`src/rtl/pmod_switch_reader_pkg.sv`:
```
// Shared PMOD constants and event FSM state type for the switch reader.
// Optional build macro used by the top: SWITCH_EVENT_OVERFLOW_EN.
package pmod_switch_reader_pkg;

  localparam int PMOD_NUM_PINS      = 8;
  localparam int SW_ACTIVE_LEVEL    = 0;
  localparam int LED_ACTIVE_LEVEL   = 0;
  localparam int DEBOUNCE_1MS_12MHZ = 12000;

  typedef enum logic {
    EV_IDLE    = 1'b0,
    EV_PENDING = 1'b1
  } event_state_e;

endpackage

```
`src/rtl/pmod_switch_reader_debounce.sv`:
```
// One switch bit: 2-flop synchroniser on the raw active-low pin, inversion to
// active-high, and a stability counter that must see DEBOUNCE_CYCLES mismatches in a row.
module pmod_switch_reader_debounce #(
  parameter int DEBOUNCE_CYCLES = 12000
) (
  input  logic CLK,
  input  logic RST_N,
  input  logic sw_n,
  output logic stable,
  output logic stable_next
);

  localparam int                CNT_W   = $clog2(DEBOUNCE_CYCLES);
  localparam logic [CNT_W-1:0] CNT_MAX = CNT_W'(DEBOUNCE_CYCLES - 1);

  logic             sync1_n;
  logic             sync2_n;
  logic             synced;
  logic             settle;
  logic [CNT_W-1:0] cnt;

  assign synced      = ~sync2_n;
  assign settle      = (synced != stable) && (cnt == CNT_MAX);
  assign stable_next = settle ? synced : stable;

  // Sync flops reset to the released level so no spurious press is seen.
  always_ff @(posedge CLK or negedge RST_N) begin
    if (!RST_N) begin
      sync1_n <= 1'b1;
      sync2_n <= 1'b1;
      cnt     <= '0;
      stable  <= 1'b0;
    end else begin
      sync1_n <= sw_n;
      sync2_n <= sync1_n;
      if ((synced == stable) || settle) begin
        cnt <= '0;
      end else begin
        cnt <= cnt + 1'b1;
      end
      stable <= stable_next;
    end
  end

endmodule

```
`src/rtl/pmod_switch_reader.sv`:
```
// PMOD switch reader: per-bit debounce plus a change-event FSM on valid/ready.
// Define SWITCH_EVENT_OVERFLOW_EN to add the sticky o_event_overflow output.
module pmod_switch_reader
  import pmod_switch_reader_pkg::*;
#(
  parameter int NUM_SW          = PMOD_NUM_PINS,
  parameter int DEBOUNCE_CYCLES = DEBOUNCE_1MS_12MHZ
) (
  input  logic              CLK,
  input  logic              RST_N,
  input  logic [NUM_SW-1:0] SW_N,
  output logic [NUM_SW-1:0] o_switches,
  output logic              o_event_valid,
  input  logic              i_event_ready,
  output logic [NUM_SW-1:0] o_event_data,
  output logic [NUM_SW-1:0] o_event_changed,
`ifdef SWITCH_EVENT_OVERFLOW_EN
  output logic              o_event_overflow,
`else
`endif
  output event_state_e      o_dbg_state
);

  logic [NUM_SW-1:0] stable;
  logic [NUM_SW-1:0] stable_next;
  logic [NUM_SW-1:0] change;
  logic              any_change;
  event_state_e      state;

  for (genvar i = 0; i < NUM_SW; i++) begin : g_sw
    pmod_switch_reader_debounce #(
      .DEBOUNCE_CYCLES(DEBOUNCE_CYCLES)
    ) u_debounce (
      .CLK        (CLK),
      .RST_N      (RST_N),
      .sw_n       (SW_N[i]),
      .stable     (stable[i]),
      .stable_next(stable_next[i])
    );
  end

  assign change      = stable_next ^ stable;
  assign any_change  = |change;
  assign o_switches  = stable;
  assign o_dbg_state = state;

  // Handshake: an event transfers on a CLK edge where o_event_valid && i_event_ready.
  // Once valid rises it stays high with data/changed frozen until that transfer,
  // except that new changes merge in (data follows, changed accumulates).
  always_ff @(posedge CLK or negedge RST_N) begin
    if (!RST_N) begin
      state           <= EV_IDLE;
      o_event_valid   <= 1'b0;
      o_event_data    <= '0;
      o_event_changed <= '0;
`ifdef SWITCH_EVENT_OVERFLOW_EN
      o_event_overflow <= 1'b0;
`else
`endif
    end else begin
      case (state)
        EV_IDLE: begin
          if (any_change) begin
            state           <= EV_PENDING;
            o_event_valid   <= 1'b1;
            o_event_data    <= stable_next;
            o_event_changed <= change;
          end
        end
        EV_PENDING: begin
          if (i_event_ready) begin
`ifdef SWITCH_EVENT_OVERFLOW_EN
            o_event_overflow <= 1'b0;
`else
`endif
            if (any_change) begin
              o_event_data    <= stable_next;
              o_event_changed <= change;
            end else begin
              state           <= EV_IDLE;
              o_event_valid   <= 1'b0;
              o_event_changed <= '0;
            end
          end else if (any_change) begin
            o_event_data    <= stable_next;
            o_event_changed <= o_event_changed | change;
`ifdef SWITCH_EVENT_OVERFLOW_EN
            o_event_overflow <= 1'b1;
`else
`endif
          end
        end
        default: state <= EV_IDLE;
      endcase
    end
  end

endmodule
```
`config.mk`:
```
export PLATFORM = sky130hd
export DESIGN_NAME = pmod_switch_reader
export DESIGN_NICKNAME = d
export VERILOG_FILES = /design/src/rtl/pmod_switch_reader_pkg.sv /design/src/rtl/pmod_switch_reader_debounce.sv /design/src/rtl/pmod_switch_reader.sv
export SDC_FILE = /design/constraint.sdc
export NUM_CORES = 1
export LEC_CHECK = 0
export CORE_ASPECT_RATIO = 1.5
export CORE_UTILIZATION = 32
export DETAILED_ROUTE_END_ITERATION = 10
export RECOVER_POWER = 25
export SLEW_MARGIN = 20
export SYNTH_ARGS = -nofsm -noshare
export SYNTH_HDL_FRONTEND = slang
export SYNTH_HIERARCHICAL = 1
export SYNTH_SLANG_ARGS = --single-unit
export TNS_END_PERCENT = 30
```
`constraint.sdc`:
```
create_clock -name CLK -period 5.9 [get_ports CLK]
set_clock_uncertainty 0.15 [all_clocks]
set_input_delay 1.475 -clock CLK [delete_from_list [all_inputs] [get_ports CLK]]
set_output_delay 1.475 -clock CLK [all_outputs]
set_load 0.02 [all_outputs]
```
Word-level counts from Yosys, hierarchy flattened
Index checks and enable logic that the tools add are counted.
{ "op_classes": {"n_reduce_logical": 19, "n_mux": 29, "eq_ne": 28, "n_bitwise": 11, "add_sub_neg": 8} }
{ "op_table": {"columns": ["operator", "n"], "rows": [
  ["$add A14 B1 Y14 const B", 8],
  ["$eq A14 B14 Y1 const B", 8],
  ["$mux W14", 8],
  ["$mux W8", 5],
  ["$pmux W8 S2", 1],
  ["$mux W1", 13],
  ["$not A1 Y1", 9],
  ["$eq A1 B1 Y1", 8],
  ["$logic_and A1 B1 Y1", 8],
  ["$logic_or A1 B1 Y1", 8],
  ["$ne A1 B1 Y1", 8],
  ["$or A8 B8 Y8", 1],
  ["$reduce_or A8 Y1", 1],
  ["$xor A8 B8 Y8", 1],
  ["$ne A2 B2 Y1 const B", 3],
  ["$pmux W1 S2", 2],
  ["$ne A3 B3 Y1 const B", 1],
  ["$reduce_and A3 Y1", 1],
  ["$reduce_and A2 Y1", 1]
]} }
{ "word_totals": {"wordCells": 131, "regBits": 154, "output_inout_bits": 26} }

Longest topological paths before layout
{ "logic_depth": {"depth_word": 9, "ltp_mapped": 13, "ltp_nobuf": 12} }

By module
The synthesis kept the hierarchy.
{ "by_module_without_submodules": {"columns": ["mod", "area_each_um2", "instances", "cells_per_inst", "seq_area_each_um2"], "rows": [
  ["pmod_switch_reader_debounce", 834.6, 8, 74, 427.9],
  ["pmod_switch_reader", 753.2, 1, 61, 450.4]
]} }

Worst setup path after synthesis
OpenSTA, ideal clock, no wires.
{ "synth_timing": {"path_kind": "register to register", "startpoint": "register g_sw[7].u_debounce.cnt[0]", "endpoint": "register o_event_changed[0]", "arrival_ps": 2582, "synth_period_minus_slack_ps": 2814, "t_required_ps": 5667, "path_slack_ps": 3086, "stages_incl_launch_ff": 13, "cell_sequence": "dfrtp_1 > ha_1 > and4_1 > nand4_1 > o21ai_0 > xnor2_1 > nand4_1 > nor2_4 > ha_1 > nand2b_1 > clkbuf_1 > nand2_1 > o21ai_0"} }
{ "synth_via": {"elab_chain_len": 8, "word_cells_on_any_way": 11, "cone_classes": "eq/ne: 3; mux: 4; bitwise: 1; reduce/logical: 3"} }
{ "synth_rtl": {"columns": ["element", "line_no", "rtl"], "rows": [
  ["from (decl)", "pmod_switch_reader_debounce.sv:20", "logic [CNT_W-1:0] cnt;"],
  ["from (signal assigned)", "pmod_switch_reader_debounce.sv:39", "cnt <= cnt + 1'b1;"],
  ["$eq A14 B14 Y1 (*)", "pmod_switch_reader_debounce.sv:23", "assign settle = (synced != stable) && (cnt == CNT_MAX);"],
  ["$logic_and A1 B1 Y1 (*)", "pmod_switch_reader_debounce.sv:23", null],
  ["$mux W1 (*)", "pmod_switch_reader_debounce.sv:24", "assign stable_next = settle ? synced : stable;"],
  ["via stable_next[7]", "pmod_switch_reader.sv:25", "logic [NUM_SW-1:0] stable_next;"],
  ["$xor A8 B8 Y8 (*)", "pmod_switch_reader.sv:42", "assign change = stable_next ^ stable;"],
  ["$reduce_or A8 Y1 (*)", "pmod_switch_reader.sv:43", "assign any_change = |change;"],
  ["$mux W8", "pmod_switch_reader.sv:76", "if (any_change) begin"],
  ["$mux W8", "pmod_switch_reader.sv:71", "if (i_event_ready) begin"],
  ["$pmux W8 S2", "pmod_switch_reader.sv:61", "case (state)"],
  ["to (signal assigned)", "pmod_switch_reader.sv:67", "o_event_changed <= change;"],
  ["to (signal assigned)", "pmod_switch_reader.sv:78", "o_event_changed <= change;"],
  ["to (signal assigned)", "pmod_switch_reader.sv:86", "o_event_changed <= o_event_changed | change;"],
  ["to (decl)", "pmod_switch_reader.sv:16", "output logic [NUM_SW-1:0] o_event_changed,"]
]} }
Mark *: on every way through the listed nets, which the timed path passes. The rest lies on a longest branch.
A chain may end at the register's enable or synchronous reset.

Final worst setup path
{ "layout_timing": {"startpoint": "register g_sw[7].u_debounce.cnt[0]", "endpoint": "register o_event_changed[7]"} }
{ "layout_via": {"elab_chain_len": 8, "word_cells_on_any_way": 14, "cone_classes": "eq/ne: 3; mux: 6; bitwise: 2; reduce/logical: 3"} }
{ "layout_rtl": {"columns": ["element", "line_no"], "rows": [
  ["$eq A14 B14 Y1 (*)", "pmod_switch_reader_debounce.sv:23"],
  ["$logic_and A1 B1 Y1 (*)", "pmod_switch_reader_debounce.sv:23"],
  ["$mux W1 (*)", "pmod_switch_reader_debounce.sv:24"],
  ["via stable_next[7]", "pmod_switch_reader.sv:25"],
  ["$xor A8 B8 Y8 (*)", "pmod_switch_reader.sv:42"],
  ["$reduce_or A8 Y1 or $or A8 B8 Y8 (tied branches)", "pmod_switch_reader.sv:43, pmod_switch_reader.sv:86"],
  ["$mux W8, on equally long branches", "pmod_switch_reader.sv:76, pmod_switch_reader.sv:84"],
  ["$mux W8", "pmod_switch_reader.sv:71"],
  ["$pmux W8 S2", "pmod_switch_reader.sv:61"]
]} }
Mark *: on every way through the listed nets, which the timed path passes. The rest lies on a longest branch. The select of a mux whose other input is x is not followed.

==> summary.txt <==
Place
  • GP Congestion: a little under 0.8
  • I/O Buffers: 36
  • DP Area: 0.00806 mm2
  • Placed instance count: between 900 and 1,000
  • DP HPWL: 9.95 mm

Die
  • Initial Util: between 30% and 40%
  • Die height: between 150 and 200 um
  • Die W: between 100 and 150 um
  • Core ar.: about 0.023 mm2
  • Row Count: 67
  • Io pins: 37
  • Die area: 0.0238 mm2

Logic synthesis
  • Post-synthesis mux area share: under 10%
  • Main combinational cell family by area after synthesis: simple AND/OR/NAND/NOR gates
  • Main synth FF type: dfrtp_1
  • Synthesized-area fraction occupied by xor and xnor cells: roughly 12%
  • Cell variety after synth: 28
  • Synthesized area: around 0.0074 mm2
  • Asr flop ratio synth: 100%
  • Post-synthesis sequential area ratio: a little over half
  • Synth Area in Adders: 2.86%
  • Compound-gate portion of the synthesized area: around 2.3%
  • Top cell type's share of synthesized area: a little under half
  • Flops & latches, synth: around 150
  • Synth Area in Simple Gates: around 28%
  • Synthesis Warnings: 6
  • Post-synthesis net count: 681
  • Avg Inst Size Synth: 11.4 um2
  • Area contributors post-synth: dfrtp_1 46%, xnor2_1 9.4%, dfstp_2 5.7%, nor2_1 5.7%, nand2_1 2.9%
  • Most frequent cell after synthesis: dfrtp_1
  • Number of synthesized flops with an enable pin: 0
  • Most common library cells after synthesis: 138 x dfrtp_1, 112 x nor2_1, 80 x xnor2_1
  • Syn Inst Count: 653
  • Synth area leader: dfrtp_1

Clocking
  • Worst skew pair latency: between 0.4 and 0.5 ns
  • Clk sinks: around 150
  • Post-CTS Setup Inserts: 0
  • Num CTS Buffers: 17
  • H-tree Lvls: 4
  • TritonCTS clock tree: yes
  • Clock transition at path regs: roughly 0.060 ns
  • Resized Gates After CTS: 0
  • Clk buf depth: 2
  • Root buffer cell: clkbuf_16
  • Hold_buf cts: 0

Routing
  • Wirelength, routed: 14.5 mm
  • Routed wl met3: 447 um
  • Residual DRC: 0
  • Post-route ant nets: 0
  • DR iter-0 viols: 268
  • Vias: a little under 5,000
  • DRT met1 WL: between 6 and 7 mm
  • DR vias/cell: ~4.9
  • Drt pass-1 iters: 4
  • Routed len/inst: around 15 um
  • Top sig layer: met4
  • Met2 wire length: 7.18 mm

Timing
  • Fin. max-slew vios: 89
  • Final setup viols: 0
  • Slew HR: -47.7%
  • Final period utilization: 56.9%
  • Min Clock Period, post-route: 3.36 ns
  • Slew @ Worst Pin: 2.21 ns
  • Final Hold Fails: 0
  • Fmax: 298 MHz
  • Unrepaired setup endpoints after global routing: no
  • Fin Setup TNS: 0 ns

Power and ir drop
  • Power per cell area: ~280 mW/mm2
  • Total power: around 0.0024 W
  • VDD IR max: ~0.00020 V
  • Static leakage: approximately 3.6 nW

Finish
  • Fillers: about 2,100
  • Share of layout cells above drive strength 1: 13.6%
  • Multi-input gate area: roughly 0.0034 mm2
  • Fin cells: 990
  • Util after Layout: approximately 39%
  • Ant diodes: 0
  • Syn-to-layout area delta: 17.2%
  • FF+latch area: approximately 0.0039 mm2
  • Design Area, Final: approximately 0.0087 mm2
  • Fin nets: 729

Setup path
  • CP Class: register to register
  • CP arrival: between 3 and 4 ns
  • CP required: 6.08 ns
  • Critical R2R Launch: g_sw[7].u_debounce/cnt[0]
  • Setup crit start kind: register
  • Kind of end point of the critical path: register
  • Crit path max fanout: 10
  • Critical path startpoint: g_sw[7].u_debounce/cnt[0]

GRT
  • Largest net degree at the start of global routing: 89
  • Overall routing resource usage: 13.3%
  • Number of global-route vias before repair: between 5,000 and 6,000
  • Initial antenna violation count: 0
  • GRT Residual Overflow: 0
  • First-pass GRT wire length: ~25 mm

Run
  • MaxCap Viol Count: 1

Min path
  • Hold Startpoint: g_sw[3].u_debounce/sync1_n
  • Hold WC Path Type: register to register

Outcome
  • Status: finished, violations left
  • Failing checks: max-capacitance violations, max-slew violations
## final cells by class
| cell class | count | area share, % |
|---|---|---|
| Clock buffer | 21 | 5.17 |
| Sequential cell | 154 | 44.5 |
| Inverter | 1 | 0.0431 |
| Timing Repair Buffer | 38 | 4.25 |
| Clock inverter | 11 | 2.53 |
| Multi-Input combinational cell | 489 | 39.5 |
| Tap cell | 276 | 3.97 |
## cells by family (layout without fill, tap and decap cells)
kind of cell	after synthesis	after routing
and+or+nand+nor	327	327
DFF	154	154
xor gates and xnor gates	104	104
AOI/OAI and AO/OA	33	33
adders and majority gates	17	17
buffers and inverters	10	71
muxes	8	8
## flip-flops by register name (all words and copies together) (netlist names)
register / flops
o_event_valid: 1
g_sw.u_debounce/stable: 8
g_sw.u_debounce/cnt: 112
o_event_data: 8
o_event_changed: 8
o_dbg_state: 1
g_sw.u_debounce/sync2_n: 8
g_sw.u_debounce/sync1_n: 8
## report_power, final
group          switching, W   total, W  leakage [nW]  internal [W]
clock              0.000423    0.00123         0.325      0.000807
combinational     0.0000624  0.0000947          1.20     0.0000323
sequential        0.0000286    0.00111          2.07       0.00108
total              0.000514    0.00244          3.60       0.00192
## per-stage QoR
stage / setup slack [ns] / hold WS, ns
after global routing: 2.10 / 0.213
final: 2.54 / 0.205
after global placement: 2.59 / 0.196
after CTS: 2.51 / 0.206
after detailed placement: 2.50 / 0.198
after floorplan: 3.09 / 0.195
## path summary, 6_finish.rpt
path	to	slack, ns	cells past startpoint
max	o_event_changed[7]	2.54	11
min	g_sw[3].u_debounce/sync2_n	0.20	0
max reg2reg	o_event_changed[7]	2.54	11
min reg2reg	g_sw[3].u_debounce/sync2_n	0.20	0
min in group asynchronous	g_sw[2].u_debounce/cnt[9]	1.56	1
max in group asynchronous	g_sw[4].u_debounce/sync2_n	2.58	2
## layout by cell type, fill, tap and decap left out, drive strengths merged
cell	count
buf	2
nand4	42
dfstp	16
nor2	113
inv	1
nor4	24
nand3	24
clkinv	5
and4	16
bufinv	6
mux2	8
nand2	66
xor2	24
a22o	1
clkdlybuf4s50	27
dfrtp	138
nand2b	2
dlygate4sd3	8
or3	8
o21ai	24
ha	17
xnor2	80
nor4b	8
clkbuf	22
a21oi	8
and3	8
nor3	16
## metal layers
layer	GRT usage, %	vias to the layer above
met5	0	-
met3	2.98	22
met1	16.8	2399
li1	-	2366
met2	22.1	83
met4	4.91	0
## critical path, cell delays in order, from the launching register on
cell	delay, ns
dfrtp_1	0.45
ha_1	0.30
and4_1	0.23
nand4_1	0.19
o21ai_0	0.39
xnor2_1	0.20
nand4_1	0.17
nor2_4	0.32
ha_1	0.37
nand2b_1	0.33
nand2_1	0.08
o21ai_0	0.08
Note: power is estimated with default switching activity, not from simulation.
